<file path="config.mk">
export PLATFORM = sky130hd
export DESIGN_NAME = if_fetch_stage_flat
export DESIGN_NICKNAME = d
export VERILOG_FILES = /design/src/rtl/if_fetch_stage_pkg.sv /design/src/rtl/if_fetch_stage_if.sv /design/src/rtl/if_skid_buf.sv /design/src/rtl/if_fetch_stage.sv /design/src/flat_wrapper.sv
export SDC_FILE = /design/constraint.sdc
export NUM_CORES = 1
export LEC_CHECK = 0
export CAP_MARGIN = 20
export CORE_ASPECT_RATIO = 0.75
export CORE_MARGIN = 10
export CORE_UTILIZATION = 55
export CTS_CLUSTER_DIAMETER = 100
export CTS_CLUSTER_SIZE = 30
export DETAILED_ROUTE_END_ITERATION = 7
export PLACE_DENSITY = 0.86
export SETUP_SLACK_MARGIN = 0.2
export SLEW_MARGIN = 20
export SYNTH_ARGS = -nofsm -noshare
export SYNTH_HDL_FRONTEND = slang
export SYNTH_HIERARCHICAL = 1
export SYNTH_SLANG_ARGS = --single-unit
export TNS_END_PERCENT = 10
</file>
<file path="constraint.sdc">
create_clock -name clk_i -period 3.6 [get_ports clk_i]
set_clock_uncertainty 0.2 [all_clocks]
set_input_delay 0.54 -clock clk_i [delete_from_list [all_inputs] [get_ports clk_i]]
set_output_delay 0.54 -clock clk_i [all_outputs]
set_load 0.03 [all_outputs]
</file>
<file path="src/rtl/if_fetch_stage_pkg.sv">
// Shared types and constants for the instruction-fetch stage.
package if_fetch_stage_pkg;

  typedef enum logic [1:0] {
    FETCH_ISSUE = 2'd0,
    FETCH_WAIT  = 2'd1,
    FETCH_DROP  = 2'd2,
    FETCH_HOLD  = 2'd3
  } fetch_state_e;

  localparam logic [31:0] INSTR_NOP = 32'h0000_0013;
  localparam logic [31:0] PC_STEP   = 32'd4;

  // Redirect targets are word aligned; low bits are forced to zero.
  function automatic logic [31:0] align_pc(input logic [31:0] pc);
    return pc & 32'hFFFF_FFFC;
  endfunction

endpackage

</file>
<file path="src/rtl/if_fetch_stage_if.sv">
// Instruction-memory request/response bus between fetch (master) and memory (slave).
interface if_fetch_stage_if;
  logic        req;
  logic [31:0] addr;
  logic        rvalid;
  logic [31:0] rdata;

  modport master (output req, output addr, input rvalid, input rdata);
  modport slave  (input req, input addr, output rvalid, output rdata);
endinterface

</file>
<file path="src/rtl/if_skid_buf.sv">
// One-entry instruction+PC holding register used when IF/ID is stalled.
module if_skid_buf
  import if_fetch_stage_pkg::*;
(
  input  logic        clk_i,
  input  logic        rst_ni,
  input  logic        load_i,
  input  logic        pop_i,
  input  logic        clear_i,
  input  logic [31:0] instr_i,
  input  logic [31:0] pc_i,
  output logic        valid_o,
  output logic [31:0] instr_o,
  output logic [31:0] pc_o
);

  logic        valid_q, valid_d;
  logic [31:0] instr_q, instr_d;
  logic [31:0] pc_q, pc_d;

  always_comb begin
    valid_d = valid_q;
    instr_d = instr_q;
    pc_d    = pc_q;
    if (clear_i || pop_i) begin
      valid_d = 1'b0;
    end else if (load_i) begin
      valid_d = 1'b1;
      instr_d = instr_i;
      pc_d    = pc_i;
    end else begin
      valid_d = valid_q;
    end
  end

  always_ff @(posedge clk_i) begin
    if (!rst_ni) begin
      valid_q <= 1'b0;
      instr_q <= INSTR_NOP;
      pc_q    <= 32'h0000_0000;
    end else begin
      valid_q <= valid_d;
      instr_q <= instr_d;
      pc_q    <= pc_d;
    end
  end

  assign valid_o = valid_q;
  assign instr_o = instr_q;
  assign pc_o    = pc_q;

endmodule

</file>
<file path="src/rtl/if_fetch_stage.sv">
// Fetch stage: owns the PC, keeps one imem request in flight and feeds the IF/ID
// register, squashing the wrong path on a flush from the hazard detector.
module if_fetch_stage
  import if_fetch_stage_pkg::*;
#(
  parameter logic [31:0] RESET_PC = 32'h0000_0000
) (
  input  logic                    clk_i,
  input  logic                    rst_ni,
  if_fetch_stage_if.master        imem,
  input  logic                    flush_i,
  input  logic [31:0]             redirect_pc_i,
  input  logic                    stall_i,
  output logic [31:0]             instr_o,
  output logic [31:0]             pc_o,
  output logic                    instr_valid_o
);

  fetch_state_e state_q, state_d;
  logic [31:0]  pc_q, pc_d;
  logic [31:0]  instr_q, instr_d;
  logic [31:0]  pc_out_q, pc_out_d;
  logic         valid_q, valid_d;
  logic         req_s;
  logic         skid_load_s, skid_pop_s, skid_clear_s;
  logic         skid_valid_s;
  logic [31:0]  skid_instr_s, skid_pc_s;
  logic [31:0]  redirect_s;
  logic         out_free_s;

  assign redirect_s = align_pc(redirect_pc_i);
  assign out_free_s = !valid_q || !stall_i;

  always_comb begin
    state_d      = state_q;
    pc_d         = pc_q;
    instr_d      = instr_q;
    pc_out_d     = pc_out_q;
    valid_d      = valid_q && stall_i;
    req_s        = 1'b0;
    skid_load_s  = 1'b0;
    skid_pop_s   = 1'b0;
    skid_clear_s = 1'b0;
    case (state_q)
      FETCH_ISSUE: begin
        if (flush_i) begin
          pc_d = redirect_s;
        end else if (out_free_s) begin
          req_s   = 1'b1;
          state_d = FETCH_WAIT;
        end else begin
          state_d = FETCH_ISSUE;
        end
      end
      FETCH_WAIT: begin
        if (flush_i) begin
          pc_d    = redirect_s;
          state_d = imem.rvalid ? FETCH_ISSUE : FETCH_DROP;
        end else if (imem.rvalid) begin
          pc_d = pc_q + PC_STEP;
          if (out_free_s) begin
            valid_d  = 1'b1;
            instr_d  = imem.rdata;
            pc_out_d = pc_q;
            state_d  = FETCH_ISSUE;
          end else begin
            skid_load_s = 1'b1;
            state_d     = FETCH_HOLD;
          end
        end else begin
          state_d = FETCH_WAIT;
        end
      end
      FETCH_DROP: begin
        // The stale response still in flight is swallowed here.
        if (flush_i) begin
          pc_d = redirect_s;
        end else begin
          pc_d = pc_q;
        end
        if (imem.rvalid) begin
          state_d = FETCH_ISSUE;
        end else begin
          state_d = FETCH_DROP;
        end
      end
      FETCH_HOLD: begin
        if (flush_i) begin
          skid_clear_s = 1'b1;
          pc_d         = redirect_s;
          state_d      = FETCH_ISSUE;
        end else if (!stall_i) begin
          skid_pop_s = 1'b1;
          valid_d    = skid_valid_s;
          instr_d    = skid_instr_s;
          pc_out_d   = skid_pc_s;
          state_d    = FETCH_ISSUE;
        end else begin
          state_d = FETCH_HOLD;
        end
      end
      default: begin
        state_d = FETCH_ISSUE;
      end
    endcase
    if (flush_i) begin
      valid_d = 1'b0;
      instr_d = INSTR_NOP;
    end else begin
      instr_d = instr_d;
    end
  end

  always_ff @(posedge clk_i) begin
    if (!rst_ni) begin
      state_q  <= FETCH_ISSUE;
      pc_q     <= RESET_PC;
      instr_q  <= INSTR_NOP;
      pc_out_q <= 32'h0000_0000;
      valid_q  <= 1'b0;
    end else begin
      state_q  <= state_d;
      pc_q     <= pc_d;
      instr_q  <= instr_d;
      pc_out_q <= pc_out_d;
      valid_q  <= valid_d;
    end
  end

  if_skid_buf u_skid (
    .clk_i   (clk_i),
    .rst_ni  (rst_ni),
    .load_i  (skid_load_s),
    .pop_i   (skid_pop_s),
    .clear_i (skid_clear_s),
    .instr_i (imem.rdata),
    .pc_i    (pc_q),
    .valid_o (skid_valid_s),
    .instr_o (skid_instr_s),
    .pc_o    (skid_pc_s)
  );

  // Request is combinational so a redirect reaches memory the very next cycle.
  assign imem.req      = req_s && rst_ni;
  assign imem.addr     = pc_q;
  assign instr_o       = instr_q;
  assign pc_o          = pc_out_q;
  assign instr_valid_o = valid_q;

endmodule

</file>
<file path="src/flat_wrapper.sv">
// flat-port wrapper written by rule: the top's interface ports become plain ports
module if_fetch_stage_flat import if_fetch_stage_pkg::*;
#(
  parameter logic [31:0] RESET_PC = 32'h0000_0000
)
  (clk_i, rst_ni, flush_i, redirect_pc_i, stall_i, instr_o, pc_o, instr_valid_o, imem_req, imem_addr, imem_rvalid, imem_rdata);
  if_fetch_stage_if imem_i ();
  input  logic clk_i;
  input  logic rst_ni;
  input  logic flush_i;
  input  logic [31:0] redirect_pc_i;
  input  logic stall_i;
  output logic [31:0] instr_o;
  output logic [31:0] pc_o;
  output logic instr_valid_o;
  output wire logic [$bits(imem_i.req)-1:0] imem_req;
  output wire logic [$bits(imem_i.addr)-1:0] imem_addr;
  input wire logic [$bits(imem_i.rvalid)-1:0] imem_rvalid;
  input wire logic [$bits(imem_i.rdata)-1:0] imem_rdata;
  assign imem_req = imem_i.req;
  assign imem_addr = imem_i.addr;
  assign imem_i.rvalid = imem_rvalid;
  assign imem_i.rdata = imem_rdata;
  if_fetch_stage #(.RESET_PC(RESET_PC)) u_core (.clk_i(clk_i), .rst_ni(rst_ni), .imem(imem_i), .flush_i(flush_i), .redirect_pc_i(redirect_pc_i), .stall_i(stall_i), .instr_o(instr_o), .pc_o(pc_o), .instr_valid_o(instr_valid_o));
endmodule
</file>
======== Word-level counts from Yosys, hierarchy flattened ========
Cells that the tools add are included.
word-level totals
  input bits .............................. 69
  bits in registers ....................... 164
operators by class
  equality and inequality tests ........... 11
  bitwise logic cells ..................... 2
  reduce and logical (&&, ||, !) cells .... 15
  add/sub/neg operators ................... 1
  muxes and demuxes ....................... 39
operators by type and width
  cell                     count
  $mux W32                 11
  $pmux W32 S2             3
  $add A32 B3 Y32 const B  1
  $mux W1                  16
  $mux W2                  7
  $ne A2 B2 Y1 const B     5
  $pmux W2 S4              1
  $reduce_and A6 Y1        1
  $eq A2 B2 Y1 const B     2
  $ne A2 B1 Y1 const B     2
  $reduce_and A2 Y1        2
  $reduce_and A4 Y1        1
  $reduce_or A2 Y1         2
  $ne A3 B3 Y1 const B     1
  $reduce_or A3 Y1         1
  $eq A2 B1 Y1 const B     1
  $logic_and A1 B1 Y1      2
  $logic_not A1 Y1         2
  $logic_not A2 Y1         1
  $logic_or A1 B1 Y1       2
  $not A1 Y1               2
  $pmux W1 S2              1
  $reduce_bool A2 Y1       1

======== Longest topological paths before layout ========
Gate-level depths: netlist of the first run.
  word-level depth ........................ 7
  mapped depth ............................ 9
  gate-level depth less buffers ........... 5

======== Hierarchy ========
The synthesis of the first run kept the hierarchy.
by module, submodules not included
  module          instances  area each (um2)  cells each
  if_fetch_stage  1          4921.0           637
  if_skid_buf     1          2657.5           281

======== Worst setup path before layout of the first run ========
No wires, ideal clock.
  path kind ............................... flip-flop to flip-flop
  start point ............................. reg u_core.pc_q[2] (netlist: u_core/imem.addr[2])
  end point ............................... reg u_core.pc_q[22] (netlist: u_core/imem.addr[22])
  setup time .............................. 95 ps
  path buffers ............................ 0
  arrival ................................. 2034 ps
  cell stages (with the launch flop) ...... 6
  setup slack ............................. 1271 ps
  required time ........................... 3305 ps
  cells stage by stage .................... dfxtp_1 > ha_1 > and3_1 > nand4_2 > or4_1 > a221oi_1
on the way
  word-level cells in the longest chain between the ends .. 4
RTL lines
  what                    line                   RTL
  start, declared         if_fetch_stage.sv:20   logic [31:0] pc_q, pc_d;
  start signal, assigned  if_fetch_stage.sv:123  pc_q <= pc_d;
  $add A32 B3 Y32         if_fetch_stage.sv:60   pc_d = pc_q + PC_STEP;
  $mux W32                if_fetch_stage.sv:59   end else if (imem.rvalid) begin
  $mux W32                if_fetch_stage.sv:56   if (flush_i) begin
  $pmux W32 S2            if_fetch_stage.sv:44   case (state_q)
Every way passes these cells. The select of a mux whose other input is x is not followed.
A chain may end at the register's enable or synchronous reset.

======== Worst setup path after layout of the first run ========
  start point ............................. reg u_core.state_q[1]
  end point ............................... reg u_core.u_skid.pc_q[19] (netlist: u_core/u_skid/pc_o[19])
on the way
  word-level cells in the longest chain between the ends .. 5
  elaborated cells between the ends (all ways) .. 8
  those cells by class .................... eq/ne (2); mux (3); bitwise (1); reduce/logical (2)
RTL lines
  what                         line                   RTL
  start, declared              if_fetch_stage.sv:19   fetch_state_e state_q, state_d;
  start signal, assigned       if_fetch_stage.sv:122  state_q <= state_d;
  $eq A2 B2 Y1                 if_fetch_stage.sv:44
  $mux W1                      if_fetch_stage.sv:44
  via u_core.skid_clear_s      if_fetch_stage.sv:25   logic skid_load_s, skid_pop_s, skid_clear_s;
  $logic_or A1 B1 Y1           if_skid_buf.sv:25      if (clear_i || pop_i) begin
  $not A1 Y1 (no line)         n/a
  $reduce_and A2 Y1 (no line)  n/a
  end signal, assigned         if_skid_buf.sv:44      pc_q <= pc_d;
  end, declared                if_skid_buf.sv:19      logic [31:0] pc_q, pc_d;
The timed path passes the listed nets, and every way through them passes these cells.

==> results of run 1 <==
==> worst max-delay path: stages (launching register included) <==
cell and delay (ns):
sky130_fd_sc_hd__dfxtp_2 0.60, sky130_fd_sc_hd__nand2_2 0.17, sky130_fd_sc_hd__buf_4 0.60, sky130_fd_sc_hd__nor2_1 0.27, sky130_fd_sc_hd__nor3b_4 0.30, sky130_fd_sc_hd__buf_4 0.43
sky130_fd_sc_hd__mux2i_1 0.25
==> cell families (layout without fill, tap and decap cells) <==
group | after synthesis | in the layout | share of synthesized area (%)
AOI/OAI and AO/OA | 145 | 145 | 14.5
other | 1 | 4 | 0.0495
buffers and inverters | 92 | 222 | 6.34
adders and majority gates | 1 | 1 | 0.165
DFF | 162 | 162 | 42.8
and+or+nand+nor | 447 | 447 | 27.0
xor gates and xnor gates | 6 | 6 | 0.693
muxes | 64 | 64 | 8.45
==> where the power goes <==
group	internal, W	switching [W]	total, W
clock network	0.00106	0.000753	0.00181
logic	0.000242	0.000342	0.000584
registers	0.00185	0.0000848	0.00193
==> per-layer routing <==
metal	wire length, um	vias up
met4	233	0
met1	9880	3406
met5	0	-
met2	9960	300
met3	1920	21
li1	-	3537
==> per-stage QoR <==
step / instances / utilization [%]
global placement: 1194 / 67.3
global route: 1226 / 71.6
floorplan: 921 / -
detailed placement: 1194 / 67.3
CTS: 1226 / 71.6
finish: 1226 / 71.6
==> registers in the layout, summed over array words and instances, names as in the netlist <==
register	flops
u_core/imem.addr	30
u_core/instr_o	32
u_core/instr_valid_o	1
u_core/pc_o	32
u_core/state_q	2
u_core/u_skid/instr_o	32
u_core/u_skid/pc_o	32
u_core/u_skid/valid_o	1
==> cell usage in the layout (no fill, tap or decap), types with 4 or more instances in the layout <==
master,count
sky130_fd_sc_hd__a211o_1,5
sky130_fd_sc_hd__a211oi_1,7
sky130_fd_sc_hd__a21oi_1,12
sky130_fd_sc_hd__a311oi_1,62
sky130_fd_sc_hd__a31oi_1,4
sky130_fd_sc_hd__and3_1,6
sky130_fd_sc_hd__buf_4,19
sky130_fd_sc_hd__clkbuf_16,17
sky130_fd_sc_hd__clkdlybuf4s50_1,160
sky130_fd_sc_hd__conb_1,4
sky130_fd_sc_hd__dfxtp_1,160
sky130_fd_sc_hd__inv_1,8
sky130_fd_sc_hd__mux2i_1,64
sky130_fd_sc_hd__nand2_1,208
sky130_fd_sc_hd__nand3_1,76
sky130_fd_sc_hd__nand4_1,10
sky130_fd_sc_hd__nor2_1,77
sky130_fd_sc_hd__nor3_1,12
sky130_fd_sc_hd__nor4_1,18
sky130_fd_sc_hd__o211ai_1,5
sky130_fd_sc_hd__o21ai_0,25
sky130_fd_sc_hd__o31ai_1,4
sky130_fd_sc_hd__or3_1,8
sky130_fd_sc_hd__or4_1,8
sky130_fd_sc_hd__xnor2_1,6
==> cell type report <==
cell class | instances | area [sq um]
Multi-Input combinational cell | 667 | 3880
Fill cell | 1060 | 3860
Sequential cell | 162 | 3250
Timing Repair Buffer | 181 | 1780
Clock buffer | 20 | 457
Tap cell | 175 | 219
Clock inverter | 12 | 133
Inverter | 9 | 33.8
==> final timing paths <==
path,start,to,slack (ns),depth (start not counted)
max,u_core/state_q[1],u_core/u_skid/pc_o[19],0.68,6
min,u_core/u_skid/pc_o[20],u_core/u_skid/pc_o[20],0.26,2
max reg2reg,u_core/state_q[1],u_core/u_skid/pc_o[19],0.68,6
min reg2reg,u_core/u_skid/pc_o[20],u_core/u_skid/pc_o[20],0.26,2
==> run summary, run 1 <==
Floorplan
- **initial cell density of the core** 55.7%
- **die width** 156 um
- **die height** 122 um
- **Core Box Area** 13,600 sq um
- **Die ar.** 18,900 sq um
- **number of placement rows** 37
- **count of pins on the block boundary** 167

Clock network
- **register clock-pin slew on the reported worst setup and hold paths** 0.06 ns
- **CTS tree** done
- **Sink Count** 162
- **clock tree root buffer cell** sky130_fd_sc_hd__clkbuf_16
- **clock network latency to the later pin of the worst-skew pair** 0.43 ns
- **hold bufs inserted after CTS** 0
- **CTS-repair resized insts** 0
- **Max H-tree Level** 4
- **CTS buffer count** 17
- **Post CTS Setup Buffer Count** 0
- **Clock Tree Buf Depth** 2

Setup path
- **Arrival @ worst endpoint** 3.07 ns
- **critical path endpoint category** register
- **required time of the critical path** 3.75 ns
- **critical path class** reg2reg
- **maximum net fanout on the critical path** 63
- **Startpoint Class** register

Logic synthesis
- **number of synthesized flops with an enable pin** 0
- **post-synthesis cell area** 7580 sq um
- **synth unique cells** 59
- **dominant cell by count in the synthesized netlist** sky130_fd_sc_hd__nand2_1
- **share of synthesized registers carrying an async set or reset** 0%
- **most used flip-flop cell after synthesis** sky130_fd_sc_hd__dfxtp_1
- **area share of the leading cell type in the synthesized netlist** 42.8%
- **sequential share of the synthesized area** 42.8%
- **post-synth top area cell** sky130_fd_sc_hd__dfxtp_1
- **Post-Syn Area per Cell** 8.26 sq um
- **ranking of synthesized cells by instance count** 209 x sky130_fd_sc_hd__nand2_1, 162 x sky130_fd_sc_hd__dfxtp_1, 77 x sky130_fd_sc_hd__nor2_1
- **warnings from Yosys** 6
- **gate count after technology mapping** 918
- **top area cells in the synthesized netlist** sky130_fd_sc_hd__dfxtp_1 43%, sky130_fd_sc_hd__nand2_1 10%, sky130_fd_sc_hd__mux2i_1 8.5%, sky130_fd_sc_hd__a311oi_1 7.2%, sky130_fd_sc_hd__nand3_1 5.0%
- **total of flip-flops plus latches after synthesis** 162

Timing
- **worst slack on hold paths** 0.257 ns
- **total negative slack** 0 ns
- **Least-Margin Pin Slew** 0.896 ns
- **Max Transition Viols Final** 0
- **Slew Limit Headroom** 40.3%
- **setup repair after global routing missed its margin** no
- **endpoints failing setup** 0
- **Final Hold Fails** 0
- **upper clock frequency limit** 343 MHz
- **post-layout worst setup margin** 0.684 ns
- **Period minus WS final** 2.92 ns
- **fin crit share** 81.0%

Cells and area
- **number of nets in the layout** 1,108
- **share of final-layout standard cells stronger than drive strength 1** 5.99%
- **final antenna diode count** 0
- **Area growth, synth to finish** 28.6%
- **Non-Filler Cell Area, Final** 9750 sq um

Route
- **antenna-violating nets left** 0
- **drt total wl** 22,000 um
- **number of iterations in the first detailed-routing pass** 6
- **residual DRC count** 0
- **First DRT Iteration DRCs** 715
- **average via count per standard cell** 5.92
- **number of vias after detailed routing** 7,264
- **mean routed wirelength per cell** 17.9 um

Outcome
- **run status** completed

GRT
- **sum of overflow across all layers after global routing** 0
- **number of global-route vias before repair** 6,723
- **global routing usage on met1** 30.0%
- **maximum number of pins on one net before global-route repair** 69
- **global-route wire length before repair** 35,200 um
- **all-layer global routing usage** 22.4%
- **grt met2 use** 34.3%
- **GRT busiest layer** met2
- **number of antenna violations at the first check in global routing** 0
- **met3 capacity usage during global routing** 6.48%

Power
- **peak ir drop on the vdd network** 0.381 mV
- **power density over cell area** 444 nW/um^2
- **Leak Pwr** 3.24 nW
- **Final Total Pwr** 0.00433 W

Placement
- **post-placement worst setup slack** 0.613 ns
- **Cell Area, Placed** 9160 sq um
- **routability cong.** 0.902
- **Port Buf Inserts** 162
- **detailed placer's ending HPWL** 14,600 um

Run
- **MaxCap Viol Count** 0

Worst hold path
- **worst hold-check path type** reg2reg

No activity file was read; power rests on OpenSTA's default activity.
==> inputs of run 2 (changes only) <==
--- a/config.mk
+++ b/config.mk
@@ -8,11 +8,11 @@
 export CAP_MARGIN = 20
 export CORE_ASPECT_RATIO = 0.75
 export CORE_MARGIN = 10
-export CORE_UTILIZATION = 55
+export CORE_UTILIZATION = 51
 export CTS_CLUSTER_DIAMETER = 100
 export CTS_CLUSTER_SIZE = 30
 export DETAILED_ROUTE_END_ITERATION = 7
-export PLACE_DENSITY = 0.86
+export PLACE_DENSITY = 0.81
 export SETUP_SLACK_MARGIN = 0.2
 export SLEW_MARGIN = 20
 export SYNTH_ARGS = -nofsm -noshare
==> constraint.sdc (replaced) <==
create_clock -name clk_i -period 2.8 [get_ports clk_i]
set_clock_uncertainty 0.2 [all_clocks]
set_input_delay 0.42 -clock clk_i [delete_from_list [all_inputs] [get_ports clk_i]]
set_output_delay 0.42 -clock clk_i [all_outputs]
set_load 0.03 [all_outputs]
==> run summary, run 2 (synthesis gave the netlist of run 1 again) <==
Timing
- **upper clock frequency limit** 401 MHz
- **worst slack on hold paths** 0.254 ns
- **Slew Limit Headroom** 53.8%
- **endpoints failing setup** 0
- **Least-Margin Pin Slew** 0.690 ns
- **fin crit share** 89.1%
- **Max Transition Viols Final** 0
- **Final Hold Fails** 0
- **Period minus WS final** 2.49 ns
- **setup repair after global routing missed its margin** no
- **total negative slack** 0 ns

Clock network
- **CTS tree** done
- **clock tree root buffer cell** sky130_fd_sc_hd__clkbuf_16
- **clock network latency to the later pin of the worst-skew pair** 0.42 ns
- **Post CTS Setup Buffer Count** 0
- **Sink Count** 162
- **Max H-tree Level** 4
- **Clock Tree Buf Depth** 2
- **register clock-pin slew on the reported worst setup and hold paths** 0.06 ns
- **hold bufs inserted after CTS** 0
- **CTS buffer count** 17
- **CTS-repair resized insts** 0

Route
- **mean routed wirelength per cell** 17.7 um
- **residual DRC count** 0
- **number of vias after detailed routing** 7,424
- **First DRT Iteration DRCs** 732
- **number of iterations in the first detailed-routing pass** 8
- **antenna-violating nets left** 0
- **average via count per standard cell** 5.82
- **drt total wl** 22,600 um

Setup path
- **delay of the slowest cell on the worst path** 0.59 ns
- **launching point of the worst reg2reg path** u_core/state_q[1]
- **critical path endpoint category** output port
- **Startpoint Class** primary input
- **cell-by-cell listing of the critical path** clkdlybuf4s50_1 -> inv_1 -> buf_6 -> and3_1 -> buf_4
- **critical path's slowest cell** sky130_fd_sc_hd__clkdlybuf4s50_1
- **Arrival @ worst endpoint** 1.87 ns
- **maximum net fanout on the critical path** 31
- **required time of the critical path** 2.18 ns
- **first element of the critical path** flush_i
- **cell family with the largest share of critical-path delay** buffers and inverters
- **Worst Path Buf+Inv** 4
- **critical path class** in2out

Cells and area
- **most common cell after layout, fill and taps aside** sky130_fd_sc_hd__nand2_1
- **number of nets in the layout** 1,132
- **Area growth, synth to finish** 32.0%
- **share of final-layout standard cells stronger than drive strength 1** 8.09%
- **final antenna diode count** 0
- **most used cells in the layout excluding fill and tap cells** 208 x sky130_fd_sc_hd__nand2_1, 160 x sky130_fd_sc_hd__clkdlybuf4s50_1, 160 x sky130_fd_sc_hd__dfxtp_1
- **Filler cells** 1,186

GRT
- **number of global-route vias before repair** 7,105
- **all-layer global routing usage** 21.7%
- **number of antenna violations at the first check in global routing** 0
- **global-route wire length before repair** 36,900 um
- **sum of overflow across all layers after global routing** 0
- **maximum number of pins on one net before global-route repair** 65

Floorplan
- **Core Box Area** 14,500 sq um
- **die width** 161 um
- **Die ar.** 20,200 sq um
- **number of placement rows** 38
- **count of pins on the block boundary** 167
- **initial cell density of the core** 52.3%
- **die height** 126 um

Power
- **Switch Pwr** 0.00154 W
- **Comb pwr share** 14.6%
- **peak ir drop on the vdd network** 0.406 mV
- **Leak Pwr** 3.37 nW
- **Internal Pwr Total** 0.00409 W
- **Seq pwr share** 43.5%
- **power density over cell area** 563 nW/um^2
- **portion of total power attributed to the clock network** 42.0%
- **switching part of the total power** 27.4%

Worst hold path
- **launch point of the worst hold path** rst_ni
- **worst hold-check path type** in2reg

Placement
- **detailed placer's ending HPWL** 15,600 um
- **routability cong.** 0.900
- **Port Buf Inserts** 162

Run
- **MaxCap Viol Count** 0

Outcome
- **run status** completed

-- run 2: cell types whose count changed in the layout (fill, tap and decap cells not counted) --
cell                         before  now
sky130_fd_sc_hd__buf_6            0    2
sky130_fd_sc_hd__clkinv_2         3    0
sky130_fd_sc_hd__inv_6            1    4
sky130_fd_sc_hd__buf_12           2    4
sky130_fd_sc_hd__buf_4           19   39
sky130_fd_sc_hd__dfxtp_4          0    1
sky130_fd_sc_hd__inv_8            0    1
sky130_fd_sc_hd__clkinvlp_4       3    4
sky130_fd_sc_hd__clkinv_4         3    1
sky130_fd_sc_hd__dfxtp_2          2    1
-- run 2: metrics by stage --
stage | std cells | power [W] | cell area, sq um | setup slack (ns) | util (%)
floorplan | 921 | 0.00294 | 7590 | 0.471 | -
global placement | 1243 | 0.00330 | 9400 | 0.135 | 64.8
detailed placement | 1243 | 0.00331 | 9400 | 0.0761 | 64.8
CTS | 1275 | 0.00568 | 10000 | 0.217 | 68.9
global route | 1275 | 0.00585 | 10000 | 0.254 | 69.0
finish | 1275 | 0.00564 | 10000 | 0.305 | 69.0
-- run 2: path summary, 6_finish.rpt --
path	endpoint	slack (ns)	depth (start not counted)
max reg2reg	u_core/u_skid/instr_o[28]	0.42	5
max	imem_req	0.31	5
min reg2reg	u_core/u_skid/instr_o[26]	0.26	2
min	u_core/u_skid/instr_o[1]	0.25	2
-- run 2: final cells by class --
class | count | area [sq um] | share of cell area, %
flip-flops and latches | 162 | 3250 | 32.5
multi-input cells | 667 | 3880 | 38.7
well taps | 200 | 250 | 2.50
clock buffers | 20 | 457 | 4.56
clock inverters | 12 | 145 | 1.45
inverters | 9 | 33.8 | 0.338
repair buffers | 205 | 2000 | 20.0
-- run 2: power by group through the flow --
stage               logic, W  registers (W)  clock network, W
floorplan           0.000317        0.00262                 0
global placement    0.000804        0.00250                 0
detailed placement  0.000813        0.00250                 0
CTS                 0.000818        0.00245           0.00241
global route        0.000887        0.00246           0.00250
finish              0.000821        0.00245           0.00237
-- run 2: worst register-to-register path, cell delays in order, from the launching register on --
cell and delay (ns):
sky130_fd_sc_hd__dfxtp_4 0.42, sky130_fd_sc_hd__nand3b_1 0.34, sky130_fd_sc_hd__nor3_1 0.31, sky130_fd_sc_hd__nor3b_4 0.28
sky130_fd_sc_hd__buf_12 0.39, sky130_fd_sc_hd__mux2i_1 0.38
-- run 2: per-layer routing --
metal	vias up	part of all wire [%]	global-route usage [%]
met5	-	0	0
met4	0	1.6	7.21
met3	32	7.6	5.64
met2	296	45	33.0
met1	3508	46	29.4
li1	3588	-	-
==> inputs of run 3 (changes only) <==
--- a/config.mk
+++ b/config.mk
@@ -5,11 +5,11 @@
 export SDC_FILE = /design/constraint.sdc
 export NUM_CORES = 1
 export LEC_CHECK = 0
+export ABC_CLOCK_PERIOD_IN_PS = 2800
 export CAP_MARGIN = 20
 export CORE_ASPECT_RATIO = 0.75
 export CORE_MARGIN = 10
 export CORE_UTILIZATION = 51
-export CTS_CLUSTER_DIAMETER = 100
 export CTS_CLUSTER_SIZE = 30
 export DETAILED_ROUTE_END_ITERATION = 7
 export PLACE_DENSITY = 0.81
==> results of run 3 <==
The final DEF is identical to that of run 2; final timing and power are the same.
